==> src/rtl/ahb_pkg.sv <==
// rtl/ahb_pkg.sv - AHB-Lite transfer constants and bridge state encoding
package ahb_pkg;

    localparam logic [1:0] HTRANS_IDLE   = 2'b00;
    localparam logic [1:0] HTRANS_NONSEQ = 2'b10;

    localparam logic [2:0] HSIZE_BYTE  = 3'd0;
    localparam logic [2:0] HSIZE_HALF  = 3'd1;
    localparam logic [2:0] HSIZE_WORD  = 3'd2;
    localparam logic [2:0] HSIZE_DWORD = 3'd3;

    localparam int ST_IDLE_BIT = 0;
    localparam int ST_A0_BIT   = 1;
    localparam int ST_D0_BIT   = 2;
    localparam int ST_D1_BIT   = 3;

    typedef enum logic [3:0] {
        ST_IDLE = 4'b0001 << ST_IDLE_BIT,
        ST_A0   = 4'b0001 << ST_A0_BIT,
        ST_D0   = 4'b0001 << ST_D0_BIT,
        ST_D1   = 4'b0001 << ST_D1_BIT
    } state_t;

    // Sizes above a doubleword cannot be carried by a 64-bit master; fold them to doubleword.
    function automatic logic [2:0] clamp_size(input logic [2:0] hsize);
        return (hsize >= HSIZE_DWORD) ? HSIZE_DWORD : hsize;
    endfunction

endpackage

==> src/rtl/ahb_dw64to32_bridge.sv <==
// rtl/ahb_dw64to32_bridge.sv - 64-bit to 32-bit AHB-Lite bridge, doublewords split into two beats
module ahb_dw64to32_bridge
    import ahb_pkg::*;
#(
    parameter int AW = 32
) (
    input  logic          HCLK,
    input  logic          HRESET,
    input  logic [AW-1:0] HADDR,
    input  logic [1:0]    HTRANS,
    input  logic          HWRITE,
    input  logic [2:0]    HSIZE,
    input  logic [63:0]   HWDATA,
    output logic          HREADY,
    output logic [63:0]   HRDATA,
    output logic [AW-1:0] M_HADDR,
    output logic [1:0]    M_HTRANS,
    output logic          M_HWRITE,
    output logic [2:0]    M_HSIZE,
    output logic [31:0]   M_HWDATA,
    input  logic [31:0]   M_HRDATA,
    input  logic          M_HREADY
);

    state_t        state;
    logic          addr2_q;
    logic [2:0]    size_q;
    logic [31:0]   wdata_hi_q;
    logic [31:0]   rdata_lo_q;

    logic [2:0]    size_in;
    logic [AW-1:0] addr_in;
    logic          is_dword;
    logic          last_beat;
    logic          accept;
    logic          unused_htrans0;

    assign unused_htrans0 = HTRANS[0];

    assign size_in   = clamp_size(HSIZE);
    assign addr_in   = (size_in == HSIZE_DWORD) ? {HADDR[AW-1:3], 3'b000} : HADDR;
    assign is_dword  = (size_q == HSIZE_DWORD);
    assign last_beat = (state == ST_D1) || ((state == ST_D0) && !is_dword);

    assign HREADY = (state == ST_IDLE) || (last_beat && M_HREADY);
    assign accept = HTRANS[1] && HREADY;

    // Narrow reads are replicated on both halves; the upstream side picks its lane by addr[2].
    assign HRDATA = (last_beat && M_HREADY)
                  ? (is_dword ? {M_HRDATA, rdata_lo_q} : {M_HRDATA, M_HRDATA})
                  : 64'd0;

    always_ff @(posedge HCLK) begin
        if (HRESET) begin
            state      <= ST_IDLE;
            addr2_q    <= 1'b0;
            size_q     <= HSIZE_BYTE;
            wdata_hi_q <= 32'd0;
            rdata_lo_q <= 32'd0;
            M_HADDR    <= '0;
            M_HTRANS   <= HTRANS_IDLE;
            M_HWRITE   <= 1'b0;
            M_HSIZE    <= HSIZE_BYTE;
            M_HWDATA   <= 32'd0;
        end else if (accept) begin
            state    <= ST_A0;
            addr2_q  <= HADDR[2];
            size_q   <= size_in;
            M_HADDR  <= addr_in;
            M_HTRANS <= HTRANS_NONSEQ;
            M_HWRITE <= HWRITE;
            M_HSIZE  <= (size_in == HSIZE_DWORD) ? HSIZE_WORD : size_in;
        end else begin
            case (state)
                ST_IDLE: begin
                    M_HTRANS <= HTRANS_IDLE;
                end
                ST_A0: begin
                    wdata_hi_q <= HWDATA[63:32];
                    if (M_HREADY) begin
                        state    <= ST_D0;
                        M_HWDATA <= (is_dword || !addr2_q) ? HWDATA[31:0] : HWDATA[63:32];
                        if (is_dword) begin
                            // Second beat's address phase overlaps the first beat's data phase.
                            M_HADDR <= {M_HADDR[AW-1:3], 3'b100};
                        end else begin
                            M_HTRANS <= HTRANS_IDLE;
                        end
                    end
                end
                ST_D0: begin
                    if (M_HREADY) begin
                        M_HTRANS <= HTRANS_IDLE;
                        if (is_dword) begin
                            state      <= ST_D1;
                            rdata_lo_q <= M_HRDATA;
                            M_HWDATA   <= wdata_hi_q;
                        end else begin
                            state <= ST_IDLE;
                        end
                    end
                end
                ST_D1: begin
                    if (M_HREADY) begin
                        state    <= ST_IDLE;
                        M_HTRANS <= HTRANS_IDLE;
                    end
                end
                default: begin
                    state    <= ST_IDLE;
                    M_HTRANS <= HTRANS_IDLE;
                end
            endcase
        end
    end

endmodule

==> config.mk <==
export PLATFORM = sky130hd
export DESIGN_NAME = ahb_dw64to32_bridge
export DESIGN_NICKNAME = d
export VERILOG_FILES = /design/src/rtl/ahb_pkg.sv /design/src/rtl/ahb_dw64to32_bridge.sv
export SDC_FILE = /design/constraint.sdc
export NUM_CORES = 1
export LEC_CHECK = 0
export ABC_AREA = 1
export BUFFER_PORTS_ARGS = -buffer_cell sky130_fd_sc_hd__buf_2
export CAP_MARGIN = 20
export CELL_PAD_IN_SITES_DETAIL_PLACEMENT = 1
export CELL_PAD_IN_SITES_GLOBAL_PLACEMENT = 2
export CORE_ASPECT_RATIO = 1.2
export CORE_MARGIN = 1
export CORE_UTILIZATION = 25
export CTS_BUF_LIST = sky130_fd_sc_hd__clkbuf_4 sky130_fd_sc_hd__clkbuf_8
export CTS_CLUSTER_SIZE = 28
export DETAILED_ROUTE_END_ITERATION = 16
export PLACE_DENSITY_LB_ADDON = 0.1
export SLEW_MARGIN = 10
export SYNTH_ARGS = -nofsm -noshare
export SYNTH_HDL_FRONTEND = slang
export SYNTH_SLANG_ARGS = --single-unit
==> constraint.sdc <==
create_clock -name HCLK -period 1.7 [get_ports HCLK]
set_input_delay 0.085 -clock HCLK [delete_from_list [all_inputs] [get_ports HCLK]]
set_output_delay 0.085 -clock HCLK [all_outputs]
set_load 0.005 [all_outputs]
==> metrics.md, run 1 <==
| Metric | Value |
|---|---|
| Run status | complete, but fails checks |
| Failing checks | negative setup slack |
| Root buf cell | clkbuf_8 |
| Int Power | a little under 0.006 W |
| Initial antenna violation count | 1 |
| Fillers | approximately 3,500 |
| P&R area growth vs syn | 61.4% |
| CP Capture Type | primary output |
| Post-route cell area | 11,200 um^2 |
| LEAKAGE | about 5.3 nW |
| Via density per instance | between 4 and 5 |
| Final min period | approximately 1900 ps |
| Combinational share of power | 0.214 |
| Critical path class | reg2out |
| Max clock buf depth | 2 |
| Area occupied by multi-input gates | ~3600 um^2 |
| Synth area leader | dfxtp_1 |
| Via count | approximately 8,400 |
| Register area | between 2000 and 3000 um^2 |
| Slew HR | 0.639 |
| Clk_lat worst skew | 460 ps |
| Sequential share of the synthesized area | 0.401 |
| Routability cong. | slightly above 0.7 |
| Syn Inst Count | roughly 1,100 |
| Largest net degree at the start of global routing | between 60 and 70 |
| Library cells used by synthesis | 23 |
| Residual DRC count | 0 |
| All-Layer GR Usage | 0.203 |
| First-pass GRT wire length | roughly 45 mm |
| Max-capacitance violation count | 0 |
| Fin nets | about 1,600 |
| Wire length per cell | 16.4 um |
| Fraction of final layout cells with drive strength greater than 1 | 0.317 |
| Slew Limit Fails | 0 |
| DP Wirelength | approximately 18 mm |
| Setup ws final | -158 ps |
| DRT iter0 DRCs | 254 |
| Die H | 185 um |
| Worst min-delay path class | in2reg |
| Initial Util | 0.256 |
| Worst-path fanout max | 19 |
| Placed Area | 8780 um^2 |
| Yosys top cell area share | 0.401 |
| Core area | ~27,000 um^2 |
| Post-Route WL | a little under 30 mm |
| Actual slew at the worst max-slew pin | around 540 ps |
| Flop pwr share | 0.415 |
| Final setup viols | 164 |
| Final Hold Viols | 0 |
| Worst-path clk slew | about 80 ps |
| Total Die Area | around 28,000 um^2 |
| GRT overflow | 0 |
| Top post-synthesis cells by area | dfxtp_1 (40%), nand2_1 (13%), nand3_1 (9.9%), a21oi_1 (7.4%), nor2_1 (7.4%) |
| Clock network power share | 0.371 |
| Port bufs | approximately 270 |
| Net Count, Synth | ~1,200 |
| Vias in the first global route | approximately 8,600 |
| CTS H-tree lvls | 4 |
| Sw frac | 0.290 |
| Diodes inserted | 0 |
| Sink Count | approximately 140 |
| Synthesis warning total | 0 |
| Ports | between 200 and 300 |
| Std-Cell Rows | 66 |
| First-pass iteration count of the detailed router | 4 |
| Fin crit share | 1.09 |
| ANT nets after route | 0 |
| Syn_area_per_cell | 6.35 um^2 |
| Synthesized area | between 6000 and 7000 um^2 |
| DIE WIDTH | 154 um |
| Cts bufs inserted | 17 |
| Net load switching power | about 0.0024 W |
| RSZ-0062 raised after global routing | yes |
| Worst vdd ir | around 0.54 mV |
| Total power per unit cell area | between 700 and 800 nW/um^2 |
| CP Launch Type | flip-flop |
| Synth Register Bits | 139 |
| Crit path required time | 1620 ps |
| Final core occ | 0.413 |
| Fmax | between 0.5 and 0.6 GHz |
| Setup Skew | between 10 and 15 ps |
| CTS tree | done |
| CP arrival | about 1800 ps |
## power by group through the flow
stage / sequential, W / combinational (W) / clock, W
CTS: 0.00348 / 0.00167 / 0.00323
global route: 0.00351 / 0.00197 / 0.00336
detailed placement: 0.00356 / 0.00136 / 0
global placement: 0.00355 / 0.00135 / 0
floorplan: 0.00355 / 0.000710 / 0
finish: 0.00349 / 0.00179 / 0.00311
## cell usage after synthesis (all sizes together)
| library cell | count |
|---|---|
| conb | 1 |
| dfxtp | 139 |
| or2 | 2 |
| inv | 130 |
| nand2 | 241 |
| nand4 | 36 |
| nand3 | 139 |
| buf | 44 |
| nor2 | 141 |
| clkbuf | 43 |
| a21oi | 103 |
| clkinv | 7 |
| o21ai | 67 |
| nor3 | 1 |
## critical path: stages, from the launching register on
cell and delay (ps):
dfxtp_2 340, nor2_4 150, nand3_2 100, nand2_2 90
nand2_4 70, buf_12 160, buf_16 160, a21oi_2 110
buf_2 130
## layout make-up
cell class                 instances  share of cell area
sequential                       139               0.249
clock buffer                      22              0.0253
tap                              340              0.0380
inverter                         137              0.0474
multi-input combinational        731               0.323
timing repair inverter             1            0.000781
clock inverter                    10              0.0147
timing repair buffer             435               0.302
## repair_timing
item | 4_1_cts | 5_1_grt
pin swaps | 22 | 6
resized for setup | 76 | 59
endpoints found under the setup margin | 65 | 173
endpoints found under the hold margin | 102 | 0
cloned | 8 | 9
buffers inserted | 8 | 3
hold buffers | 101 | 0
## routing by layer
| metal | track usage | vias up | routed length, um |
|---|---|---|---|
| li1 | - | 4216 | - |
| met5 | 0 | - | 11 |
| met3 | 0.0487 | 36 | 1480 |
| met1 | 0.236 | 3948 | 12600 |
| met4 | 0.0620 | 2 | 539 |
| met2 | 0.367 | 185 | 15000 |
## flip-flops by register name (all words and copies together), names as in the netlist
| register | count |
|---|---|
| M_HWDATA | 32 |
| size_q | 2 |
| state | 4 |
| M_HTRANS | 1 |
| M_HSIZE | 2 |
| wdata_hi_q | 32 |
| rdata_lo_q | 32 |
| M_HADDR | 32 |
| M_HWRITE | 1 |
| addr2_q | 1 |
## per-stage QoR
| stage | instances | worst slack [ps] | power (W) | setup TNS (ps) | hold WS [ps] |
|---|---|---|---|---|---|
| floorplan | 1094 | 204 | 0.00426 | 0 | 224 |
| global route | 1815 | -267 | 0.00884 | -29390 | 51.5 |
| CTS | 1803 | -184 | 0.00838 | -10930 | 14.5 |
| finish | 1815 | -158 | 0.00839 | -11690 | 37.3 |
| detailed placement | 1654 | 21.4 | 0.00491 | 0 | 328 |
| global placement | 1654 | 18.0 | 0.00490 | 0 | 320 |
## cells by family after synthesis
| family | after synthesis | share of synthesized area |
|---|---|---|
| AO/OA/AOI/OAI | 170 | 0.123 |
| buffers and inverters | 224 | 0.129 |
| AND/OR/NAND/NOR | 560 | 0.347 |
| flip-flops | 139 | 0.401 |
| other | 1 | 0.000540 |
## cell usage in the layout, fill, tap and decap left out, drive strengths merged
cell         Yosys  layout
conb             1       1
or2              2       2
dlygate4sd3      0     101
nor3             1       1
buf             44     328
o21ai           67      67
inv            130     131
clkbuf          43      28
nand4           36      36
nor2           141     141
nand2          241     241
clkinvlp         0       3
a21oi          103     103
nand3          139     139
dfxtp          139     139
clkinv           7      10
bufinv           0       4
## final timing paths
path	endpoint	startpoint	cells past startpoint	slack (ps)
worst min-delay path	state[3]	M_HREADY	4	40
worst max-delay path	HRDATA[27]	state[0]	8	-160
worst max register to register	rdata_lo_q[5]	state[0]	12	-110
worst min register to register	wdata_hi_q[30]	wdata_hi_q[30]	2	460
(Power assumes the default switching activity.)
==> inputs of run 2 (changes only) <==
- ABC_AREA: 1 -> not set
- CORE_UTILIZATION: 25 -> 27
==> run 2 against run 1 <==
Against the previous run:
- the run still ends with negative setup slack left
- clock skew up 4.1 ps
- via count down 5.5%
- design area up 7.9%
- count of clock-buffer cells in the layout down 3
- sequential cell count unchanged
- largest cell class unchanged
==> metrics.md, run 2 <==
| Metric | Value |
|---|---|
| Run status | complete, but fails checks |
| Failing checks | negative setup slack |
| Fmax | roughly 0.46 GHz |
| Synthesis warning total | 0 |
| ANT nets after route | 0 |
| Most frequent cell after synthesis | nand2_1 |
| Clk_lat worst skew | roughly 460 ps |
| Setup ws final | -480 ps |
| Routability cong. | 0.735 |
| Worst vdd ir | 0.480 mV |
| Design Power | approximately 0.0074 W |
| Top post-synthesis cells by area | dfxtp_1 (42%), nand2_1 (11%), a21oi_1 (10%), o32ai_2 (7.3%), a211oi_1 (3.9%) |
| Root buf cell | clkbuf_8 |
| Crit path required time | 1620 ps |
| DRT iter0 DRCs | 150 |
| First-pass GRT wire length | roughly 45 mm |
| CP Launch Type | flip-flop |
| Diodes inserted | 0 |
| Total power per unit cell area | slightly above 600 nW/um^2 |
| Via density per instance | between 4 and 5 |
| Critical-path cell list | or4b_4 > nor2_4 > o21a_4 > clkbuf_16 > and2_4 > buf_6 |
| Worst-path clk slew | 90 ps |
| Synth cell count leaders | nand2_1 (198), dfxtp_1 (139), a21oi_1 (133), clkbuf_1 (61), nor2_1 (44) |
| R2R Setup Slk | -320 ps |
| Std-Cell Rows | a little over 60 |
| RSZ-0062 raised after global routing | yes |
| Critical path class | reg2out |
| CP arrival | ~2100 ps |
| Yosys top cell area share | 0.416 |
| First-pass iteration count of the detailed router | 4 |
| Worst path max stage delay | approximately 560 ps |
| Ports | around 270 |
| DP Wirelength | ~17 mm |
| Sequential share of the synthesized area | 0.416 |
| Core area | between 20,000 and 25,000 um^2 |
| Final Hold Viols | 0 |
| Synth area leader | dfxtp_1 |
| Slew Limit Fails | 0 |
| DIE WIDTH | about 150 um |
| Max clock buf depth | 2 |
| Slowest CP cell | or4b_4 |
| Die H | between 150 and 200 um |
| Metal2 WL | about 16 mm |
| Largest net degree at the start of global routing | 46 |
| Cts bufs inserted | 17 |
| Main synth FF type | dfxtp_1 |
| Max-capacitance violation count | 0 |
| Syn Inst Count | 870 |
| Via count | between 7,000 and 8,000 |
| Initial antenna violation count | 0 |
| Post-synth EDFFs | 0 |
| Slew HR | 0.615 |
| All-Layer GR Usage | 0.223 |
| Most frequent cells in the layout | buf_2 (251), nand2_1 (141), dfxtp_1 (135) |
| Residual DRC count | 0 |
| LEAKAGE | 5.18 nW |
| Net Count, Synth | around 1,000 |
| CTS H-tree lvls | 4 |
| Final min period | roughly 2200 ps |
| CTS tree | done |
| Post-Route WL | a little under 30 mm |
| Routed met1 length | around 12 mm |
| Ys async rst share | 0 |
| Fin nets | approximately 1,400 |
| Met3 wire len | 1.31 mm |
| Wire length per cell | around 19 um |
| Total Die Area | 25,400 um^2 |
| Worst-path fanout max | 8 |
| P&R area growth vs syn | 80.8% |
| Synth Register Bits | about 140 |
| Initial Util | 0.277 |
| Sink Count | 139 |
| Worst min-delay path class | in2reg |
| CP Capture Type | primary output |
| Synthesized area | about 6700 um^2 |
| Vias in the first global route | around 8,300 |
| Port bufs | about 270 |
| Library cells used by synthesis | 40 |
| Actual slew at the worst max-slew pin | ~580 ps |
| Syn_area_per_cell | 7.69 um^2 |
| Fraction of final layout cells with drive strength greater than 1 | 0.507 |
| Fin crit share | 1.28 |
| Final setup viols | slightly below 200 |
| Setup Skew | roughly 16 ps |
| Commonest non-fill, non-tap cell in the layout | buf_2 |
| Placed Area | about 8600 um^2 |
| Post-route cell area | 12,100 um^2 |
| Top Layer Used | met4 |
| GRT overflow | 0 |
run 2: cell types whose count changed in the layout (fill, tap and decap cells not counted), moves of 25 or more:
cell      before  now
and3_1         0   32
o32ai_2        0   32
nand2_4        4   32
nor2_1       118   25
buf_6          9   38
nand2_1      234  141
nand3_1      134    0
o21ai_0       34    9
a21oi_2       30   61
nand4_1       36    3
a211oi_1       0   33
inv_1        124   33
run 2: per-stage QoR:
step                      setup TNS [ps]  cells  worst slack, ps   util  hold WS (ps)
final                             -49310   1602             -480  0.501          36.4
after global routing              -62350   1602             -560  0.501          10.1
after CTS                         -47810   1589             -490  0.459          12.1
after detailed placement           -4830   1419            -99.6  0.355           345
after global placement             -1290   1419            -43.3  0.355           343
after floorplan                     -303    870            -34.0      -           221
run 2: worst paths after layout:
check            startpoint  cells past startpoint             end
max                state[3]                      6      HRDATA[37]
min               HWDATA[0]                      3     M_HWDATA[0]
max reg2reg        state[3]                      8    M_HWDATA[21]
min reg2reg  rdata_lo_q[26]                      2  rdata_lo_q[26]
run 2: layout make-up:
cell class | count | area [um^2]
clock buffers | 19 | 249
clock inverters | 13 | 135
fillers | 2838 | 12000
inverters | 33 | 124
multi-input cells | 614 | 4470
flip-flops and latches | 139 | 2790
well taps | 320 | 400
repair buffers | 464 | 3930
run 2: kinds of logic (layout without fill, tap and decap cells):
kind of cell,after synthesis,in the layout,share of synthesized area
AOI/OAI and AO/OA,248,248,0.255
buffers and inverters,117,529,0.0739
DFF,139,139,0.416
other,1,1,0.000561
and+or+nand+nor,365,365,0.255
run 2: worst max-delay path: cells and delay by family, from the launching register on:
kind                   cells  cell delay, ps
DFF                        1             360
buffers and inverters      2             260
and+or+nand+nor            3             820
AOI/OAI and AO/OA          1             200
run 2: report_power, final:
part           switching, W  internal (W)  total, W
sequential        0.0000731       0.00334   0.00341
clock               0.00147       0.00123   0.00270
combinational      0.000651      0.000612   0.00126
total               0.00220       0.00518   0.00738
run 2: timing repair:
item	4_1_cts	5_1_grt
pin swaps	29	58
hold buffers	101	0
cloned	16	8
endpoints found under the setup margin	164	204
endpoints found under the hold margin	105	0
setup buffers	21	11
resized for setup	162	216
run 2: routing by layer:
metal | track usage | vias up
li1 | - | 3796
met1 | 0.262 | 3920
met2 | 0.410 | 187
met3 | 0.0509 | 20
met4 | 0.0452 | 0
met5 | 0 | -
